`src/rtl/tlb_req_arbiter_pkg.sv`:
```
// Shared types and constants for the TLB request arbiter.
// Optional feature macro used by the arbiter: TLB_ARB_RR_EN (round-robin arbitration).
package tlb_req_arbiter_pkg;

  typedef enum logic [1:0] {
    ST_IDLE  = 2'd0,
    ST_ISSUE = 2'd1,
    ST_WAIT  = 2'd2
  } state_e;

  localparam logic [1:0] PRV_U = 2'd0;
  localparam logic [1:0] PRV_S = 2'd1;
  localparam logic [1:0] PRV_M = 2'd3;

  localparam int DEF_VPN_W = 27;
  localparam int DEF_PPN_W = 20;

endpackage

```
`src/rtl/tlb_req_arbiter_priv_decode.sv`:
```
// Effective-privilege and translation-enable decode for the request being accepted.
module tlb_priv_decode
  import tlb_req_arbiter_pkg::*;
(
  input  logic       mprv,
  input  logic [1:0] mpp,
  input  logic [1:0] prv,
  input  logic       debug,
  input  logic       vm_3,
  input  logic       instruction,
  input  logic       passthrough,
  output logic       priv_s,
  output logic       vm_enabled
);
  logic       do_mprv;
  logic [1:0] priv;

  // Fetches always use the current privilege; only data accesses honour mprv.
  assign do_mprv    = mprv & ~instruction;
  assign priv       = do_mprv ? mpp : prv;
  assign priv_s     = (priv == PRV_S);
  assign vm_enabled = vm_3 & (priv <= PRV_S) & ~debug & ~passthrough;
endmodule

```
`src/rtl/tlb_req_arbiter.sv`:
```
// Two-port (instruction/data) arbiter in front of a single-outstanding TLB.
// Define TLB_ARB_RR_EN for round-robin arbitration; otherwise data port has fixed priority.
module tlb_req_arbiter
  import tlb_req_arbiter_pkg::*;
#(
  parameter int VPN_W = DEF_VPN_W,
  parameter int PPN_W = DEF_PPN_W
) (
  input  logic             clock,
  input  logic             reset_n,
  input  logic             io_i_req_valid,
  output logic             io_i_req_ready,
  input  logic [VPN_W-1:0] io_i_req_vpn,
  input  logic             io_i_req_passthrough,
  input  logic             io_d_req_valid,
  output logic             io_d_req_ready,
  input  logic [VPN_W-1:0] io_d_req_vpn,
  input  logic             io_d_req_passthrough,
  input  logic             io_ptw_status_mprv,
  input  logic [1:0]       io_ptw_status_mpp,
  input  logic [1:0]       io_ptw_status_prv,
  input  logic             io_ptw_status_debug,
  input  logic             io_ptw_status_vm_3,
  output logic             io_tlb_req_valid,
  input  logic             io_tlb_req_ready,
  output logic [VPN_W-1:0] io_tlb_req_vpn,
  output logic             io_tlb_req_instruction,
  output logic             io_tlb_req_priv_s,
  output logic             io_tlb_req_vm_enabled,
  input  logic             io_tlb_resp_valid,
  input  logic             io_tlb_resp_miss,
  input  logic [PPN_W-1:0] io_tlb_resp_ppn,
  output logic             io_i_resp_valid,
  output logic             io_i_resp_miss,
  output logic [PPN_W-1:0] io_i_resp_ppn,
  output logic             io_d_resp_valid,
  output logic             io_d_resp_miss,
  output logic [PPN_W-1:0] io_d_resp_ppn
);
  localparam logic [1:0] S_IDLE  = ST_IDLE;
  localparam logic [1:0] S_ISSUE = ST_ISSUE;
  localparam logic [1:0] S_WAIT  = ST_WAIT;

  logic [1:0]       state_q, state_d;
  logic             owner_i_q, owner_i_d;
  logic [VPN_W-1:0] vpn_q, vpn_d;
  logic             priv_s_q, priv_s_d;
  logic             vm_en_q, vm_en_d;
  logic             i_resp_valid_q, i_resp_valid_d;
  logic             i_resp_miss_q, i_resp_miss_d;
  logic [PPN_W-1:0] i_resp_ppn_q, i_resp_ppn_d;
  logic             d_resp_valid_q, d_resp_valid_d;
  logic             d_resp_miss_q, d_resp_miss_d;
  logic [PPN_W-1:0] d_resp_ppn_q, d_resp_ppn_d;

  logic             is_idle, prefer_i, grant_i, grant_d, accept;
  logic             win_pass, dec_priv_s, dec_vm_en;
  logic [VPN_W-1:0] win_vpn;

`ifdef TLB_ARB_RR_EN
  // Set when the data port won the last accept, so the instruction port goes next on a tie.
  logic last_d_q, last_d_d;

  always_comb begin
    last_d_d = last_d_q;
    if (accept) last_d_d = grant_d;
  end

  always_ff @(posedge clock or negedge reset_n) begin
    if (!reset_n) last_d_q <= 1'b0;
    else          last_d_q <= last_d_d;
  end

  assign prefer_i = last_d_q;
`else
  assign prefer_i = 1'b0;
`endif

  assign is_idle  = (state_q == S_IDLE);
  assign grant_i  = is_idle & io_i_req_valid & (~io_d_req_valid | prefer_i);
  assign grant_d  = is_idle & io_d_req_valid & (~io_i_req_valid | ~prefer_i);
  assign accept   = grant_i | grant_d;
  assign win_vpn  = grant_i ? io_i_req_vpn : io_d_req_vpn;
  assign win_pass = grant_i ? io_i_req_passthrough : io_d_req_passthrough;

  tlb_priv_decode u_priv_decode (
    .mprv        (io_ptw_status_mprv),
    .mpp         (io_ptw_status_mpp),
    .prv         (io_ptw_status_prv),
    .debug       (io_ptw_status_debug),
    .vm_3        (io_ptw_status_vm_3),
    .instruction (grant_i),
    .passthrough (win_pass),
    .priv_s      (dec_priv_s),
    .vm_enabled  (dec_vm_en)
  );

  always_comb begin
    state_d        = state_q;
    owner_i_d      = owner_i_q;
    vpn_d          = vpn_q;
    priv_s_d       = priv_s_q;
    vm_en_d        = vm_en_q;
    i_resp_valid_d = 1'b0;
    i_resp_miss_d  = i_resp_miss_q;
    i_resp_ppn_d   = i_resp_ppn_q;
    d_resp_valid_d = 1'b0;
    d_resp_miss_d  = d_resp_miss_q;
    d_resp_ppn_d   = d_resp_ppn_q;
    case (state_q)
      S_IDLE: begin
        if (accept) begin
          state_d   = S_ISSUE;
          owner_i_d = grant_i;
          vpn_d     = win_vpn;
          priv_s_d  = dec_priv_s;
          vm_en_d   = dec_vm_en;
        end
      end
      S_ISSUE: begin
        if (io_tlb_req_ready) state_d = S_WAIT;
      end
      S_WAIT: begin
        if (io_tlb_resp_valid) begin
          state_d = S_IDLE;
          if (owner_i_q) begin
            i_resp_valid_d = 1'b1;
            i_resp_miss_d  = io_tlb_resp_miss;
            i_resp_ppn_d   = io_tlb_resp_ppn;
          end else begin
            d_resp_valid_d = 1'b1;
            d_resp_miss_d  = io_tlb_resp_miss;
            d_resp_ppn_d   = io_tlb_resp_ppn;
          end
        end
      end
      default: state_d = S_IDLE;
    endcase
  end

  always_ff @(posedge clock or negedge reset_n) begin
    if (!reset_n) begin
      state_q        <= S_IDLE;
      owner_i_q      <= 1'b0;
      vpn_q          <= '0;
      priv_s_q       <= 1'b0;
      vm_en_q        <= 1'b0;
      i_resp_valid_q <= 1'b0;
      i_resp_miss_q  <= 1'b0;
      i_resp_ppn_q   <= '0;
      d_resp_valid_q <= 1'b0;
      d_resp_miss_q  <= 1'b0;
      d_resp_ppn_q   <= '0;
    end else begin
      state_q        <= state_d;
      owner_i_q      <= owner_i_d;
      vpn_q          <= vpn_d;
      priv_s_q       <= priv_s_d;
      vm_en_q        <= vm_en_d;
      i_resp_valid_q <= i_resp_valid_d;
      i_resp_miss_q  <= i_resp_miss_d;
      i_resp_ppn_q   <= i_resp_ppn_d;
      d_resp_valid_q <= d_resp_valid_d;
      d_resp_miss_q  <= d_resp_miss_d;
      d_resp_ppn_q   <= d_resp_ppn_d;
    end
  end

  // Readies are combinational, so gate them with reset to keep them low while it is held.
  assign io_i_req_ready         = grant_i & reset_n;
  assign io_d_req_ready         = grant_d & reset_n;
  assign io_tlb_req_valid       = (state_q == S_ISSUE);
  assign io_tlb_req_vpn         = vpn_q;
  assign io_tlb_req_instruction = owner_i_q;
  assign io_tlb_req_priv_s      = priv_s_q;
  assign io_tlb_req_vm_enabled  = vm_en_q;
  assign io_i_resp_valid        = i_resp_valid_q;
  assign io_i_resp_miss         = i_resp_miss_q;
  assign io_i_resp_ppn          = i_resp_ppn_q;
  assign io_d_resp_valid        = d_resp_valid_q;
  assign io_d_resp_miss         = d_resp_miss_q;
  assign io_d_resp_ppn          = d_resp_ppn_q;
endmodule

```
`config.mk`:
```
export PLATFORM = sky130hd
export DESIGN_NAME = tlb_req_arbiter
export DESIGN_NICKNAME = d
export VERILOG_FILES = /design/src/rtl/tlb_req_arbiter_pkg.sv /design/src/rtl/tlb_req_arbiter_priv_decode.sv /design/src/rtl/tlb_req_arbiter.sv
export SDC_FILE = /design/constraint.sdc
export NUM_CORES = 1
export LEC_CHECK = 0
export CAP_MARGIN = 20
export CORE_MARGIN = 4
export CORE_UTILIZATION = 42
export DETAILED_ROUTE_END_ITERATION = 10
export GPL_ROUTABILITY_DRIVEN = 0
export PLACE_DENSITY = 0.84
export SYNTH_ARGS = -nofsm -noshare
export SYNTH_HDL_FRONTEND = slang
export SYNTH_HIERARCHICAL = 1
export SYNTH_SLANG_ARGS = --single-unit
```
`constraint.sdc`:
```
create_clock -name clock -period 3.4 [get_ports clock]
set_input_delay 0.34 -clock clock [delete_from_list [all_inputs] [get_ports clock]]
set_output_delay 0.34 -clock clock [all_outputs]
set_load 0.02 [all_outputs]
```
==> results.sh <==
export IMPL_ant_nets=0
export IMPL_hold_buffers=0
export IMPL_hold_class="in -> async"
export IMPL_grt_usage_pct=19.2
export IMPL_finalCritPeriodShare_pct=71.8
export IMPL_crit_arrival_ns=2.10
export IMPL_cts_resized=0
export IMPL_worstSetupStartpointType="primary input"
export IMPL_grt_overflow_total=0
export IMPL_status="finished clean"
export IMPL_drt_iter0_markers=83
export IMPL_finalClockSkew_ns=0.00403
export IMPL_worstPathCellList="clkdlybuf4s50_1 -> nor4b_4 -> buf_4 -> and2_1 -> clkdlybuf4s50_1"
export IMPL_core_area_um2=7210
export IMPL_final_hold_violation_count=0
export IMPL_root_buffer="clkbuf_8"
export IMPL_io_pins=167
export IMPL_dr_pass1_iters=4
export IMPL_worst_setup_path_type="in -> out"
export IMPL_cts_path_max_buffers=2
export IMPL_grt_pass1_wl_um=13000
export IMPL_synth_most_common_cell="dfrtp_1"
export IMPL_synth_largest_area_cell="dfrtp_1"
export IMPL_synth_warnings=6
export IMPL_grt_pass1_vias=2633
export IMPL_nets=473
export IMPL_clock_sinks=76
export IMPL_die_h_um=93.9
export IMPL_crit_required_ns=3.06
export IMPL_max_clock_freq_mhz=410
export IMPL_n_fill_cell=523
export IMPL_hpwlAfterDp_um=6280
export IMPL_vias=2434
export IMPL_netlist_area_um2=3100
export IMPL_setup_tns_ns=0
export IMPL_synth_nets=303
export IMPL_max_stage_delay_ns=0.60
export IMPL_drt_total_wl_um=8460
export IMPL_via_per_inst=5.01
export IMPL_cts_tree="built"
export IMPL_synth_cell_types=24
export IMPL_h_tree_depth=3
export IMPL_start_util_pct=42.9
export IMPL_die_w_um=93.9
export IMPL_cap_viol_max_count=0
export IMPL_p_leak_nw=2.17
export IMPL_fin_crit_ns=2.44
export IMPL_worstSkewPairLatency_ns=0.33
export IMPL_relSlewSlack_pct=29.5
export IMPL_syn_to_final_growth_pct=64.0
export IMPL_avgSynthCellArea_um2=14.5
export IMPL_rows=31
export IMPL_critPathSlowestCell="clkdlybuf4s50_1"
export IMPL_synth_seq_area_share_pct=61.4
export IMPL_synth_cells=213
export IMPL_power_density_nw_per_um2=914
export IMPL_n_antenna_cell=0
export IMPL_tightest_slew_ns=1.06
export IMPL_maxSlewViolCount=0
export IMPL_design_die_area_um2=8810
export IMPL_netlist_area_leader_share_pct=61.4
export IMPL_critPathTopFamily="buffers and inverters"
export IMPL_fin_area_um2=5080
export IMPL_grt_max_degree=77
export IMPL_path_common_cell="clkdlybuf4s50_1"
export IMPL_portBuffers=166
export IMPL_ir_worst_vdd_mv=0.439
export IMPL_antenna_found_initial=0
export IMPL_netlist_top_cells_area="dfrtp_1 61%, mux2_2 16%, a221o_1 8.7%"
export IMPL_cts_setup_buffers=0
export IMPL_rsz0062_at_grt="false"
export IMPL_wl_per_cell_um=17.4
export IMPL_synth_common_cells="76 x dfrtp_1, 45 x mux2_2, 29 x and2_1"
export IMPL_synth_seq_cells=76
export IMPL_synthFlopType="dfrtp_1"
export IMPL_worstSetupEndpointType="primary output"
export IMPL_cts_buffers_inserted=9
export IMPL_layout_drive_gt1_share_pct=18.3
export IMPL_drc=0
export IMPL_cts_clk_slew_worst_paths_ns=0.08
export IMPL_setup_viol=0
export IMPL_crit_buf_inv=3
export IMPL_placedInstanceArea_um2=4870
export IMPL_worstPathMaxFanout=14
export IMPL_async_flop_share_pct=100
export IMPL_synth_edf_count=0
[registers in the layout (all words and copies together), names as in the netlist]
register                count
io_tlb_req_vpn             27
io_i_resp_ppn              20
io_d_resp_valid             1
io_d_resp_miss              1
io_i_resp_valid             1
io_tlb_req_priv_s           1
io_tlb_req_vm_enabled       1
state_q                     2
io_i_resp_miss              1
io_d_resp_ppn              20
io_tlb_req_instruction      1
[worst register-to-register path: cells and delay by family, from the launching register on]
family / cells / cell delay, ns
DFF: 1 / 0.45
AOI/OAI and AO/OA: 1 / 0.30
and+or+nand+nor: 2 / 1.13
[area by class of cell]
class | instances | area, µm² | share of cell area [%]
tap | 99 | 124 | 2.44
clock inverter | 6 | 90.1 | 1.77
sequential | 76 | 1900 | 37.4
clock buffer | 9 | 124 | 2.44
multi-input combinational | 121 | 1120 | 22.1
inverter | 3 | 11.3 | 0.222
timing repair buffer | 172 | 1700 | 33.5
[stage by stage]
stage / hold slack [ns] / worst slack [ns] / util [%] / instances / power, W
3_3_place_gp: 0.487 / 1.01 / 67.4 / 471 / 0.00388
2_1_floorplan: 0.0444 / 1.61 / - / 213 / 0.00275
4_1_cts: 0.306 / 0.958 / 70.4 / 486 / 0.00470
5_1_grt: 0.360 / 0.888 / 70.4 / 486 / 0.00488
3_5_place_dp: 0.493 / 0.982 / 67.4 / 471 / 0.00395
6_report: 0.296 / 0.959 / 70.4 / 486 / 0.00464
[where the power goes]
group / switching [W] / internal, W
combinational: 0.00107 / 0.00124
sequential: 0.000263 / 0.00134
clock: 0.000325 / 0.000410
[kinds of logic after synthesis]
family	after synthesis	share of synthesized area, %
flip-flops	76	61.4
multiplexers	45	16.4
AND/OR/NAND/NOR	43	9.49
AO/OA/AOI/OAI	33	9.86
buffers and inverters	16	2.87
[final timing paths]
kind                                                    from                        endpoint  slack (ns)  cells past startpoint
worst max-delay path                          io_i_req_valid                  io_i_req_ready        0.96                      5
worst min-delay path                                 reset_n    io_d_resp_ppn[4]$_DFFE_PN0P_        0.30                      2
worst max register to register        state_q[0]$_DFFE_PN0P_  io_tlb_req_vpn[15]$_DFFE_PN0P_        1.45                      3
worst min register to register  io_d_resp_ppn[3]$_DFFE_PN0P_    io_d_resp_ppn[3]$_DFFE_PN0P_        0.51                      1
max in group asynchronous                            reset_n   io_d_resp_ppn[17]$_DFFE_PN0P_        2.52                      2
min in group clock              io_d_resp_ppn[3]$_DFFE_PN0P_    io_d_resp_ppn[3]$_DFFE_PN0P_        0.51                      1
[cells in the final DEF (no fill, tap or decap), drive strengths merged, types with 2 or more instances in the layout]
cell type and count:
clkdlybuf4s50 165, dfrtp 76, mux2 45, and2 29, a221o 27, clkbuf 9
buf 7, o21ai 4, nand2b 3, inv 3, clkinv 3, nor2 2
bufinv 2, nor3b 2
[metal layers]
| metal | up-vias | wire length, µm | share of wire [%] | global-route usage, % |
|---|---|---|---|---|
| met5 | - | 0 | 0 | 0 |
| met4 | 0 | 110 | 1.3 | 6.62 |
| met3 | 9 | 718 | 8.5 | 5.93 |
| met2 | 105 | 4290 | 51 | 32.9 |
| met1 | 1199 | 3340 | 40 | 22.7 |
| li1 | 1121 | - | - | - |
Power figures use the tool's default switching activity.
